<file path="config.mk">
export PLATFORM = sky130hd
export DESIGN_NAME = psum_spad
export DESIGN_NICKNAME = d
export VERILOG_FILES = /design/src/rtl/psum_spad.sv
export SDC_FILE = /design/constraint.sdc
export NUM_CORES = 1
export LEC_CHECK = 0
export BUFFER_PORTS_ARGS = -buffer_cell sky130_fd_sc_hd__buf_2
export CAP_MARGIN = 20
export CORE_ASPECT_RATIO = 0.7
export CORE_UTILIZATION = 55
export DETAILED_ROUTE_END_ITERATION = 8
export PLACE_DENSITY_LB_ADDON = 0.25
export SYNTH_ARGS = -nofsm -noshare
export SYNTH_HDL_FRONTEND = slang
export SYNTH_SLANG_ARGS = --single-unit
export TNS_END_PERCENT = 20
</file>
<file path="constraint.sdc">
create_clock -name CLK -period 5.15 [get_ports CLK]
set_clock_uncertainty 0.05 [all_clocks]
set_input_delay 0.515 -clock CLK [delete_from_list [all_inputs] [get_ports CLK]]
set_output_delay 0.515 -clock CLK [all_outputs]
set_load 0.005 [all_outputs]
</file>
<file path="src/rtl/psum_spad.sv">
// psum_spad: parametrised partial-sum scratchpad for the PE.
// Registered read with valid flag, write-first bypass, accumulate-on-write,
// and a sequenced zeroing sweep driven by a two-state FSM.
// Optional macro PSUM_SPAD_SAT_EN: accumulate becomes a signed saturating add;
// without it the accumulate wraps modulo 2**DATA_W.
module psum_spad #(
  parameter int DATA_W = 16,
  parameter int ADDR_W = 4
) (
  input  logic              CLK,
  input  logic              clr_,
  input  logic              wr_en,
  input  logic              acc_en,
  input  logic [ADDR_W-1:0] wr_addr,
  input  logic [DATA_W-1:0] wr_data,
  input  logic              rd_en,
  input  logic [ADDR_W-1:0] rd_addr,
  output logic [DATA_W-1:0] rd_data,
  output logic              rd_valid,
  input  logic              zero_req,
  output logic              busy
);

  localparam int DEPTH = 2 ** ADDR_W;

  typedef enum logic {
    IDLE  = 1'b0,
    SWEEP = 1'b1
  } state_t;

  state_t                    r_state;
  state_t                    w_state_nxt;
  logic        [ADDR_W-1:0]  r_cnt;
  logic signed [DATA_W-1:0]  r_mem [DEPTH];
  logic        [DATA_W-1:0]  r_rd_data;
  logic                      r_rd_valid;

  logic                      w_idle;
  logic                      w_wr_active;
  logic                      w_rd_active;
  logic signed [DATA_W-1:0]  w_wr_val;

  // Accumulate adder: saturating when the macro is defined, wrapping otherwise.
  function automatic logic signed [DATA_W-1:0] acc_add(
    input logic signed [DATA_W-1:0] a,
    input logic signed [DATA_W-1:0] b
  );
`ifdef PSUM_SPAD_SAT_EN
    logic signed [DATA_W:0] s;
    s = {a[DATA_W-1], a} + {b[DATA_W-1], b};
    // Sign of the extended sum disagreeing with its top data bit means overflow.
    if (s[DATA_W] != s[DATA_W-1])
      return s[DATA_W] ? {1'b1, {(DATA_W-1){1'b0}}} : {1'b0, {(DATA_W-1){1'b1}}};
    else
      return s[DATA_W-1:0];
`else
    return a + b;
`endif
  endfunction

  assign w_idle      = (r_state == IDLE);
  assign w_wr_active = w_idle && wr_en;
  assign w_rd_active = w_idle && rd_en;
  // Value landing in the entry this cycle; also the bypass source for reads.
  assign w_wr_val    = acc_en ? acc_add(r_mem[wr_addr], $signed(wr_data))
                              : $signed(wr_data);

  assign rd_data  = r_rd_data;
  assign rd_valid = r_rd_valid;
  assign busy     = (r_state == SWEEP);

  // FSM state register.
  always_ff @(posedge CLK or negedge clr_) begin
    if (!clr_) r_state <= IDLE;
    else       r_state <= w_state_nxt;
  end

  // FSM next state: a zero request starts the sweep, the last entry ends it.
  always_comb begin
    w_state_nxt = r_state;
    case (r_state)
      IDLE:    if (zero_req) w_state_nxt = SWEEP;
      SWEEP:   if (r_cnt == ADDR_W'(DEPTH - 1)) w_state_nxt = IDLE;
      default: w_state_nxt = IDLE;
    endcase
  end

  // Sweep counter: advances once per sweep cycle and wraps back to 0 at the end.
  always_ff @(posedge CLK or negedge clr_) begin
    if (!clr_)                r_cnt <= '0;
    else if (r_state == SWEEP) r_cnt <= r_cnt + 1'b1;
  end

  // Storage array: sweep clears one entry per cycle, otherwise write/accumulate.
  always_ff @(posedge CLK or negedge clr_) begin
    if (!clr_) begin
      for (int i = 0; i < DEPTH; i++) r_mem[i] <= '0;
    end else if (r_state == SWEEP) begin
      r_mem[r_cnt] <= '0;
    end else if (w_wr_active) begin
      r_mem[wr_addr] <= w_wr_val;
    end
  end

  // Registered read port with write-first bypass on an address match.
  always_ff @(posedge CLK or negedge clr_) begin
    if (!clr_) begin
      r_rd_data  <= '0;
      r_rd_valid <= 1'b0;
    end else begin
      r_rd_valid <= w_rd_active;
      if (w_rd_active) begin
        if (w_wr_active && (wr_addr == rd_addr)) r_rd_data <= w_wr_val;
        else                                     r_rd_data <= r_mem[rd_addr];
      end
    end
  end

endmodule

</file>
# Word-level counts from Yosys, hierarchy flattened

Cells that the tools add are included.

$lt $le $gt $ge: 5
Bitwise operators: 6
Equality and inequality tests: 2
Reduce and logical (&&, ||, !) cells: 6
Muxes and demuxes: 18
Add/sub/neg operators: 2

Operators with widths:

| kind                  | number |
|---|---|
| $mux W256             | 2 |
| $and A256 B256 Y256   | 1 |
| $bwmux W256           | 1 |
| $not A256 Y256        | 1 |
| $bmux W16 S4          | 2 |
| $demux W16 S4         | 2 |
| $mux W16              | 8 |
| $add A16 B16 Y16      | 1 |
| $ge A5 B5 Y1 const B  | 3 |
| $not A4 Y5            | 3 |
| $lt A5 B1 Y1 const B  | 2 |
| $logic_and A1 B1 Y1   | 5 |
| $add A4 B1 Y4 const B | 1 |
| $eq A4 B4 Y1          | 1 |
| $eq A4 B4 Y1 const B  | 1 |
| $mux W1               | 2 |
| $pmux W1 S2           | 1 |
| $reduce_bool A2 Y1    | 1 |
| $not A1 Y1            | 1 |

Output and inout port bits: 18
Input bits: 30
Bits in registers: 278

# Longest topological paths before layout

Gate-level depths: netlist (run 1).

Depth after elaboration: 9
Gate-level depth with buffers: 16
Depth with buffers taken out: 12

# Worst setup path after synthesis (run 1)

No wires, ideal clock.

Path kind: input to register
Start: in wr_addr[0]
End: reg r_mem[143] (netlist name)
Setup time: 0.077 ns
Data arrival time: 4.940 ns
Path slack: 0.083 ns
Stages on the path: 16
Data required time: 5.023 ns
Cell sequence: buf_4 -> clkbuf_1 -> buf_2 -> mux4_2 -> mux4_2 -> ha_1 -> buf_6 -> and3_1 -> a221o_1 -> a311o_1 -> a2111o_1 -> and2_4 -> o311ai_4 -> nor2_4 -> buf_6 -> o21ai_2

Cells in the longest elaborated chain, start to end: 9
Elaborated cells on any way between the ends: 14
Those cells by class: add/sub (1); order compare (2); mux (9); bitwise (1); reduce/logical (1)

RTL lines:

| element                                      | line    | RTL |
|---|---|---|
| start: declaration                           | 14      | `input logic [ADDR_W-1:0] wr_addr,` |
| $not A4 Y5 (not written as such) *           | 65, 101 |  |
| $bmux W16 S4                                 | 65      | `assign w_wr_val = acc_en ? acc_add(r_mem[wr_addr], $signed(wr_data))` |
| $mux W16 (not written as such) (2 in series) | 65      |  |
| $add A16 B16 Y16                             | 57      | `return a + b;` |
| $mux W16                                     | 65      |  |
| $bwmux W256 *                                | 101     | `r_mem[wr_addr] <= w_wr_val;` |
| $mux W256 *                                  | 100     | `end else if (w_wr_active) begin` |
| $mux W256 *                                  | 98      | `end else if (r_state == SWEEP) begin` |
| end signal: indexed assignment               | 101     |  |
| end: declaration                             | 34      | `logic signed [DATA_W-1:0] r_mem [DEPTH];` |

Mark *: on every way between the ends. The rest lies on a longest branch, timed or not. The select of a mux whose other input is x is not followed.
A chain may end at the register's enable or synchronous reset.

# Final worst setup path (run 1)

Start: in wr_addr[0]
End: reg r_mem[31] (netlist name)

Same word-level chain as after synthesis.

==> results of run 1 <==
## area by class of cell
class / count / area, um2 / area share, %
Tap cell: 364 / 455 / 2.64
Sequential cell: 278 / 6960 / 40.2
Antenna cell: 3 / 7.51 / 0.0434
Multi-Input combinational cell: 986 / 8060 / 46.6
Inverter: 14 / 52.6 / 0.304
Clock inverter: 11 / 90.1 / 0.521
Clock buffer: 43 / 858 / 4.97
Timing Repair Buffer: 109 / 803 / 4.65
## registers in the layout (all words and copies together), names as in the netlist
signal    cells
rd_valid      1
r_cnt         4
r_mem       256
rd_data      16
busy          1
## where the power goes
group | internal, mW | total [mW] | switching (mW)
registers | 2.70 | 3.13 | 0.431
clock network | 1.20 | 2.11 | 0.908
logic | 1.04 | 2.51 | 1.47
total | 4.94 | 7.75 | 2.81
## cell families (layout without fill, tap and decap cells)
group	after synthesis	in the layout	share of synthesized area, %
buffers and inverters	121	177	3.12
adder cells (fa/ha/maj)	20	20	1.68
AO/OA/AOI/OAI	389	389	14.9
multiplexers	168	168	23.4
AND/OR/NAND/NOR	395	395	10.9
other	0	3	0
flip-flops	278	278	45.2
XOR/XNOR	14	14	0.797
## metal layers
metal  vias up  track usage, %
li1       5205               -
met1      6419            53.2
met2       949            53.4
met3       178            16.5
met4         0            14.6
met5         -               0
## metrics by stage
step	setup WS (ns)	util [%]
floorplan	0.0834	-
global placement	0.262	60.2
detailed placement	0.137	60.2
CTS	0.709	63.7
global route	0.539	63.8
finish	0.698	63.8
## repair_timing
| item | in CTS | in global routing |
|---|---|---|
| setup endpoints to repair | 0 | 0 |
| hold buffers | 1 | 0 |
| endpoints found under the hold margin | 86 | 0 |
## cell usage in the layout, fill, tap and decap left out, types with 14 or more instances in the layout
master | synthesis | routed
a21oi_1 | 40 | 40
buf_4 | 1 | 57
nor2_1 | 49 | 49
o21ai_0 | 246 | 246
nand3_1 | 16 | 16
mux2i_1 | 15 | 15
buf_2 | 6 | 43
dfrtp_1 | 278 | 278
inv_1 | 14 | 14
a22o_1 | 14 | 14
nor2b_1 | 14 | 14
clkbuf_16 | 0 | 29
ha_1 | 19 | 19
mux4_2 | 153 | 153
nand2_1 | 266 | 266
## worst max path at each step
stage          startpoint  cells past startpoint                endpoint
4_1_cts        wr_addr[0]                     14   r_mem[31]$_DFFE_PN0P_
3_3_place_gp   wr_addr[0]                     14   r_mem[31]$_DFFE_PN0P_
5_1_grt        wr_addr[0]                     14   r_mem[31]$_DFFE_PN0P_
2_1_floorplan  wr_addr[0]                     16  r_mem[143]$_DFFE_PN0P_
3_5_place_dp   wr_addr[0]                     14   r_mem[31]$_DFFE_PN0P_
6_report       wr_addr[0]                     14   r_mem[31]$_DFFE_PN0P_
==> results.py, run 1 <==
metrics = {
    "synthesis": {
        "synth-async-reset-ratio_pct": 100,
        "syn_inst": 1385,
        "synthTopCellsByCount": "dfrtp_1 (278), nand2_1 (266), o21ai_0 (246)",
        "ys_seq_area_share_pct": 45.2,
        "synth_top_area_share_pct": 45.2,
        "syn_area_um2": 15400,
        "yosys_warnings": 0,
        "ys.flop_type": "dfrtp_1",
        "synth_edf_count": 0,
        "syn_nets": 1435,
        "syn_avg_cell_area_um2": 11.1,
        "synth_seq_cells": 278,
        "ys_types": 60,
        "synth.area.top_cells": "dfrtp_1 (45%), mux4_2 (22%), o21ai_0 (8.0%)",
        "yosys.area.top_type": "dfrtp_1",
        "synth.most_common_cell": "dfrtp_1",
    },
    "floorplanning": {
        "die_area_um2": 28700,
        "ios": 48,
        "die_w_um": 202,
        "coreArea_um2": 27100,
        "initial_core_util_pct": 56.8,
        "num_rows": 50,
        "die_y_um": 142,
    },
    "setup_path": {
        "critPathBufInv": 3,
        "cpPeakStageDelay_ns": 0.56,
        "reg2reg_slack_ns": 0.80,
        "reg2reg_depth": 14,
        "cp.required_ns": 5.58,
        "path_delay_family": "compound AO/OA/AOI/OAI gates",
        "arrival_ns": 4.88,
        "slowest_stage": "mux4_2",
        "critPathMaxFanout": 20,
        "worstPathCellList": "buf_4 > buf_12 > mux4_2 > mux4_2 > ha_1 > a21o_1 > a221o_1 > a311o_1 > a2111o_1 > and2_4 > o311ai_4 > nor2_4 > buf_12 > o21ai_0",
        "rr_startpoint": "r_mem[128]$_DFFE_PN0P_",
        "crit_type": "input pin to flop",
        "rr_endpoint": "r_mem[222]$_DFFE_PN0P_",
        "end_kind": "flop",
        "cp-start-kind": "input pin",
    },
    "finish": {
        "fill_cells": 2113,
        "fin_nets": 1468,
        "syn_to_final_growth_pct": 12.4,
        "finalNonFillerCells": 1808,
        "drive_gt1_share_pct": 24.1,
        "stdcell_area_um2": 17300,
    },
    "sta": {
        "maxSlewViolCount": 0,
        "hold_viol": 0,
        "fin_crit_ns": 4.45,
        "tns_ns": 0,
        "maxSlewHeadroom_pct": 23.1,
        "worst_slew_pin_slew_ns": 1.15,
        "fmax_mhz": 225,
        "finalSetupViolations": 0,
        "fin_crit_sh_pct": 86.5,
        "grt_setup_unrepaired": "no",
        "hold-worst-slack_ns": 0.110,
    },
    "clock_network": {
        "root_buffer": "clkbuf_16",
        "post_cts_buffers": 0,
        "post_cts_resized": 0,
        "tritoncts": "done",
        "clkSlewWorstSetupHoldPaths_ns": 0.07,
        "clkLatencyLatePin_ns": 0.57,
        "numCtsBuffers": 29,
        "htreeDepth": 1,
        "cts_sinks": 278,
        "cts_buffer_depth": 3,
    },
    "placement": {
        "port_buffers": 47,
        "routabilityCongestion": 0.986,
        "dp_hpwl_um": 33700,
        "dp_cells": 1749,
        "placed_area_um2": 16300,
    },
    "min_path": {
        "hold_start": "zero_req",
        "hold_end": "busy$_DFF_PN0_",
        "hold_path.class": "input pin to flop",
        "hold_depth": 2,
    },
    "status": {
        "status": "finished clean",
    },
    "global_route": {
        "grt_pass1_vias": 12598,
        "grt_max_degree": 143,
        "grt_pass1_wl_um": 80300,
        "antenna_found_initial": 2,
        "grt_overflow": 0,
        "grtUsageTotal_pct": 38.3,
    },
    "routing": {
        "wl_met1_um": 20300,
        "dr.pass1.iters": 8,
        "top_layer": "met4",
        "dr_wl_met3_um": 8330,
        "vias_per_cell": 7.05,
        "drc_errors": 0,
        "drt_wl_total_um": 52900,
        "wl_per_cell_um": 29.3,
        "met2_length_um": 21900,
        "ant_nets": 0,
        "drt_iter0_drc": 1604,
        "vias": 12751,
    },
    "power": {
        "power_mw": 7.75,
        "leakagePower_nw": 7.45,
        "ir_drop_mv": 0.267,
        "power-per-cell-area_nw_per_um2": 448,
    },
    "job": {
        "max_cap_violations": 0,
    },
}
No activity file was read; power rests on OpenSTA's default activity.
==> run 2, diff against run 1 <==
- BUFFER_PORTS_ARGS: -buffer_cell sky130_fd_sc_hd__buf_2 -> not set
- CELL_PAD_IN_SITES_DETAIL_PLACEMENT: not set -> 1
- CELL_PAD_IN_SITES_GLOBAL_PLACEMENT: not set -> 1
- CORE_UTILIZATION: 55 -> 52
- DONT_BUFFER_PORTS: not set -> 1
==> run 2 against run 1 <==
Power rose by 0.82%. The run now ends with hold timing left. Largest cell class unchanged. Register-to-register slack got worse by 0.23 ns. Highest routed layer unchanged. Setup slack worse by 0.13 ns. Critical path type is now flop to flop. Cell count fell by 3.8%. Largest power group unchanged.
==> results.py, run 2 (same netlist as run 1, synthesis figures left out) <==
metrics = {
    "status": {
        "status": "finished, violations left",
        "violations": "hold timing",
    },
    "floorplanning": {
        "die_area_um2": 30300,
        "die_y_um": 146,
        "coreArea_um2": 29000,
        "die_w_um": 208,
        "initial_core_util_pct": 53.0,
        "ios": 48,
        "num_rows": 52,
    },
    "clock_network": {
        "post_cts_resized": 0,
        "root_buffer": "clkbuf_16",
        "tritoncts": "done",
        "clkLatencyLatePin_ns": 0.58,
        "post_cts_buffers": 0,
        "numCtsBuffers": 30,
        "cts_sinks": 278,
        "htreeDepth": 1,
        "clkSlewWorstSetupHoldPaths_ns": 0.07,
        "cts_buffer_depth": 3,
    },
    "sta": {
        "fin_crit_ns": 4.58,
        "maxSlewViolCount": 0,
        "worst_slew_pin_slew_ns": 1.26,
        "fmax_mhz": 218,
        "grt_setup_unrepaired": "no",
        "maxSlewHeadroom_pct": 16.0,
        "fin_crit_sh_pct": 89.0,
        "tns_ns": 0,
        "hold_viol": 278,
        "finalSetupViolations": 0,
        "hold-worst-slack_ns": -0.409,
    },
    "routing": {
        "vias_per_cell": 7.19,
        "drc_errors": 0,
        "drt_iter0_drc": 1409,
        "drt_wl_total_um": 58200,
        "vias": 12512,
        "wl_per_cell_um": 33.4,
        "dr.pass1.iters": 5,
        "ant_nets": 0,
    },
    "power": {
        "power-per-cell-area_nw_per_um2": 461,
        "leakagePower_nw": 7.15,
        "ir_drop_mv": 0.318,
    },
    "setup_path": {
        "worstPathCellList": "mux4_2 > mux4_2 > ha_1 > fa_1 > a21oi_1 > o31ai_1 > a221oi_1 > o31ai_1 > and3_1 > nor3_2 > buf_4 > nor2_1 > o22a_1",
        "end_kind": "flop",
        "cp-start-kind": "flop",
        "path_delay_family": "compound AO/OA/AOI/OAI gates",
        "crit_type": "flop to flop",
        "critPathBufInv": 1,
        "arrival_ns": 5.00,
        "critPathMaxFanout": 12,
        "cp.required_ns": 5.57,
        "cpPeakStageDelay_ns": 0.67,
        "slowest_stage": "nor3_2",
    },
    "global_route": {
        "grt_max_degree": 279,
        "busiest_layer": "met2",
        "use_met1_pct": 52.4,
        "grtUsageTotal_pct": 39.7,
        "met3_usage_pct": 14.6,
        "grt_pass1_vias": 13141,
        "grt_pass1_wl_um": 87200,
        "antenna_found_initial": 1,
        "grt_overflow": 0,
        "grt_util_met2_pct": 58.3,
    },
    "placement": {
        "dp_hpwl_um": 34500,
        "routabilityCongestion": 0.914,
        "dp_cells": 1683,
        "port_buffers": 0,
    },
    "finish": {
        "layout_common_cells": "dfrtp_1 (278), nand2_1 (266), o21ai_0 (246)",
        "post-route-util_pct": 58.5,
        "final_common_cell": "dfrtp_1",
        "fin_nets": 1388,
        "drive_gt1_share_pct": 20.0,
        "largest_reg_flops": 256,
        "fill_cells": 2968,
        "syn_to_final_growth_pct": 10.3,
        "finalNonFillerCells": 1740,
        "top_register": "r_mem",
    },
    "job": {
        "max_cap_violations": 0,
    },
    "min_path": {
        "hold_path.class": "input pin to asynchronous set/reset pin",
    },
}
## run 2: layer usage
layer  wire [um]  share of wire [%]
met1       22300                 38
met2       25500                 44
met3        7200                 12
met4        3180                5.5
met5           0                  0
## run 2: worst paths after layout
path	endpoint	slack, ns	cells past startpoint	from
max	r_mem[206]$_DFFE_PN0P_	0.57	13	r_mem[224]$_DFFE_PN0P_
min	r_mem[146]$_DFFE_PN0P_	-0.41	0	clr_
max reg2reg	r_mem[206]$_DFFE_PN0P_	0.57	13	r_mem[224]$_DFFE_PN0P_
min reg2reg	rd_data[11]$_DFFE_PN0P_	0.45	2	rd_data[11]$_DFFE_PN0P_
max in group asynchronous	r_mem[197]$_DFFE_PN0P_	5.00	0	clr_
min in group CLK	busy$_DFF_PN0_	0.03	1	zero_req
## run 2: stage by stage
stage	total power [mW]	worst slack, ns	instance area (um2)
3_3_place_gp	5.26	0.694	15800
5_1_grt	8.11	0.445	17000
4_1_cts	7.77	0.689	16900
3_5_place_dp	5.40	0.522	15900
6_report	7.82	0.566	17000
2_1_floorplan	4.55	0.0834	15400
## run 2: final cells by class
type / count / area [um2] / area share (%)
Sequential cell: 278 / 6960 / 41.0
Antenna cell: 1 / 2.50 / 0.0147
Tap cell: 378 / 473 / 2.79
Clock inverter: 14 / 181 / 1.07
Timing Repair Buffer: 28 / 270 / 1.59
Clock buffer: 41 / 883 / 5.21
Inverter: 14 / 52.6 / 0.310
Multi-Input combinational cell: 986 / 8150 / 48.0
## run 2: report_power, final
group	switching [mW]	leakage (nW)	internal (mW)
clock	0.960	0.521	1.40
combinational	1.36	2.80	0.937
sequential	0.462	3.83	2.70
==> run 3, diff against run 2 <==
- CORE_UTILIZATION: 52 -> 50
==> run 3 against run 2 <==
Setup slack better by 0.072 ns. The run still ends with hold timing left. Global-route usage down 0.89 points. Die area increased by 4.0%. Largest cell class unchanged. Maximum frequency increased by 1.6%. Combinational power about the same. Critical endpoint is now r_mem[221]$_DFFE_PN0P_.
==> results.py, run 3 (same netlist as run 1, synthesis figures left out) <==
metrics = {
    "finish": {
        "top_register": "r_mem",
        "fin_nets": 1386,
        "final_common_cell": "dfrtp_1",
        "syn_to_final_growth_pct": 9.97,
        "drive_gt1_share_pct": 19.8,
        "stdcell_area_um2": 16900,
        "finalNonFillerCells": 1771,
        "layout_common_cells": "dfrtp_1 (278), nand2_1 (266), o21ai_0 (246)",
        "largest_reg_flops": 256,
    },
    "sta": {
        "maxSlewHeadroom_pct": 20.9,
        "grt_setup_unrepaired": "no",
        "tns_ns": 0,
        "fin_crit_sh_pct": 87.6,
        "hold-worst-slack_ns": -0.404,
        "finalSetupViolations": 0,
        "maxSlewViolCount": 0,
        "worst_slew_pin_slew_ns": 1.18,
        "fin_crit_ns": 4.51,
        "hold_viol": 278,
        "fmax_mhz": 222,
    },
    "setup_path": {
        "cp.required_ns": 5.56,
        "path_delay_family": "compound AO/OA/AOI/OAI gates",
        "worstPathCellList": "mux4_2 > mux4_2 > ha_1 > a21oi_1 > o211ai_1 > a41o_1 > a21oi_1 > mux2i_1 > nand2_1 > a21o_1 > a22o_1",
        "critPathMaxFanout": 15,
        "slowest_stage": "mux4_2",
        "arrival_ns": 4.92,
        "crit_type": "flop to flop",
        "cp-start-kind": "flop",
        "end_kind": "flop",
        "reg2reg_depth": 11,
        "reg2reg_slack_ns": 0.64,
        "rr_endpoint": "r_mem[221]$_DFFE_PN0P_",
        "rr_startpoint": "r_mem[196]$_DFFE_PN0P_",
        "critPathBufInv": 0,
        "cpPeakStageDelay_ns": 0.51,
        "crit_cells": 11,
    },
    "clock_network": {
        "post_cts_buffers": 0,
        "cts_sinks": 278,
        "clkLatencyLatePin_ns": 0.57,
        "cts_buffer_depth": 3,
        "htreeDepth": 1,
        "tritoncts": "done",
        "root_buffer": "clkbuf_16",
        "numCtsBuffers": 29,
        "clkSlewWorstSetupHoldPaths_ns": 0.07,
        "post_cts_resized": 0,
    },
    "placement": {
        "routabilityCongestion": 0.942,
        "dp_hpwl_um": 34700,
        "dp_cells": 1715,
        "port_buffers": 0,
        "placed_area_um2": 15900,
    },
    "global_route": {
        "grt_overflow": 0,
        "grtUsageTotal_pct": 38.8,
        "grt_max_degree": 279,
        "grt_pass1_wl_um": 87600,
        "grt_pass1_vias": 12963,
        "antenna_found_initial": 1,
    },
    "floorplanning": {
        "die_y_um": 149,
        "die_w_um": 212,
        "num_rows": 53,
        "coreArea_um2": 30100,
        "ios": 48,
        "initial_core_util_pct": 51.1,
        "die_area_um2": 31500,
    },
    "power": {
        "clockPowerShare_pct": 28.1,
        "power-per-cell-area_nw_per_um2": 451,
        "ir_drop_mv": 0.309,
        "switching_share_pct": 36.5,
        "pwr-share-seq_pct": 41.7,
        "combPwrFrac_pct": 30.2,
        "p_int_mw": 4.84,
        "leakagePower_nw": 7.11,
        "p_switching_mw": 2.78,
    },
    "routing": {
        "vias": 12572,
        "dr.pass1.iters": 5,
        "ant_nets": 0,
        "vias_per_cell": 7.10,
        "drt_iter0_drc": 1483,
        "drt_wl_total_um": 58400,
        "drc_errors": 0,
        "wl_per_cell_um": 33.0,
    },
    "job": {
        "max_cap_violations": 0,
    },
    "min_path": {
        "hold_path.class": "input pin to asynchronous set/reset pin",
    },
    "status": {
        "status": "finished, violations left",
        "violations": "hold timing",
    },
}
## run 3: changes by cell type in the layout (fill, tap and decap cells not counted)
cell	delta
inv_6	-1
clkbuf_16	-2
bufinv_16	-3
a31oi_2	-2
clkbuf_8	+2
buf_8	+2
a31oi_4	+2
buf_4	-3
clkinv_2	+4
clkinvlp_4	-2
## run 3: power groups by stage
stage | Combinational [mW] | Clock, mW | Sequential [mW]
2_1_floorplan | 1.56 | 0 | 2.99
3_3_place_gp | 2.14 | 0 | 3.14
3_5_place_dp | 2.23 | 0 | 3.18
4_1_cts | 2.25 | 2.16 | 3.15
5_1_grt | 2.45 | 2.25 | 3.23
6_report | 2.30 | 2.14 | 3.18
## run 3: final cells by class
type                    count  area, um2
fillers                  3133      13200
multi-input cells         986       8160
flip-flops and latches    278       6960
clock buffers              41        861
well taps                 412        515
repair buffers             27        278
clock inverters            12       87.6
inverters                  14       52.6
diodes                      1       2.50
## run 3: per-layer routing
metal / share of wire, % / track usage (%) / vias up
met5: 0.019 / 0 / -
met4: 3.5 / 14.9 / 2
li1: - / - / 5023
met3: 12 / 13.3 / 163
met2: 44 / 57.2 / 737
met1: 40 / 53.1 / 6647
## run 3: how the worst max path moves through the flow
stage | slack (ns) | endpoint | startpoint
floorplan | 0.08 | r_mem[143]$_DFFE_PN0P_ | wr_addr[0]
global placement | 0.71 | r_mem[46]$_DFFE_PN0P_ | wr_addr[0]
detailed placement | 0.58 | r_mem[221]$_DFFE_PN0P_ | wr_addr[0]
CTS | 0.73 | r_mem[221]$_DFFE_PN0P_ | r_mem[196]$_DFFE_PN0P_
global route | 0.53 | r_mem[158]$_DFFE_PN0P_ | r_mem[192]$_DFFE_PN0P_
finish | 0.64 | r_mem[221]$_DFFE_PN0P_ | r_mem[196]$_DFFE_PN0P_
## run 3: stage by stage
step	utilization, %	power [mW]	setup slack (ns)
after floorplan	-	4.55	0.0834
after global placement	52.6	5.28	0.708
after detailed placement	52.9	5.41	0.582
after CTS	56.0	7.56	0.733
after global routing	56.2	7.93	0.532
final	56.2	7.62	0.638
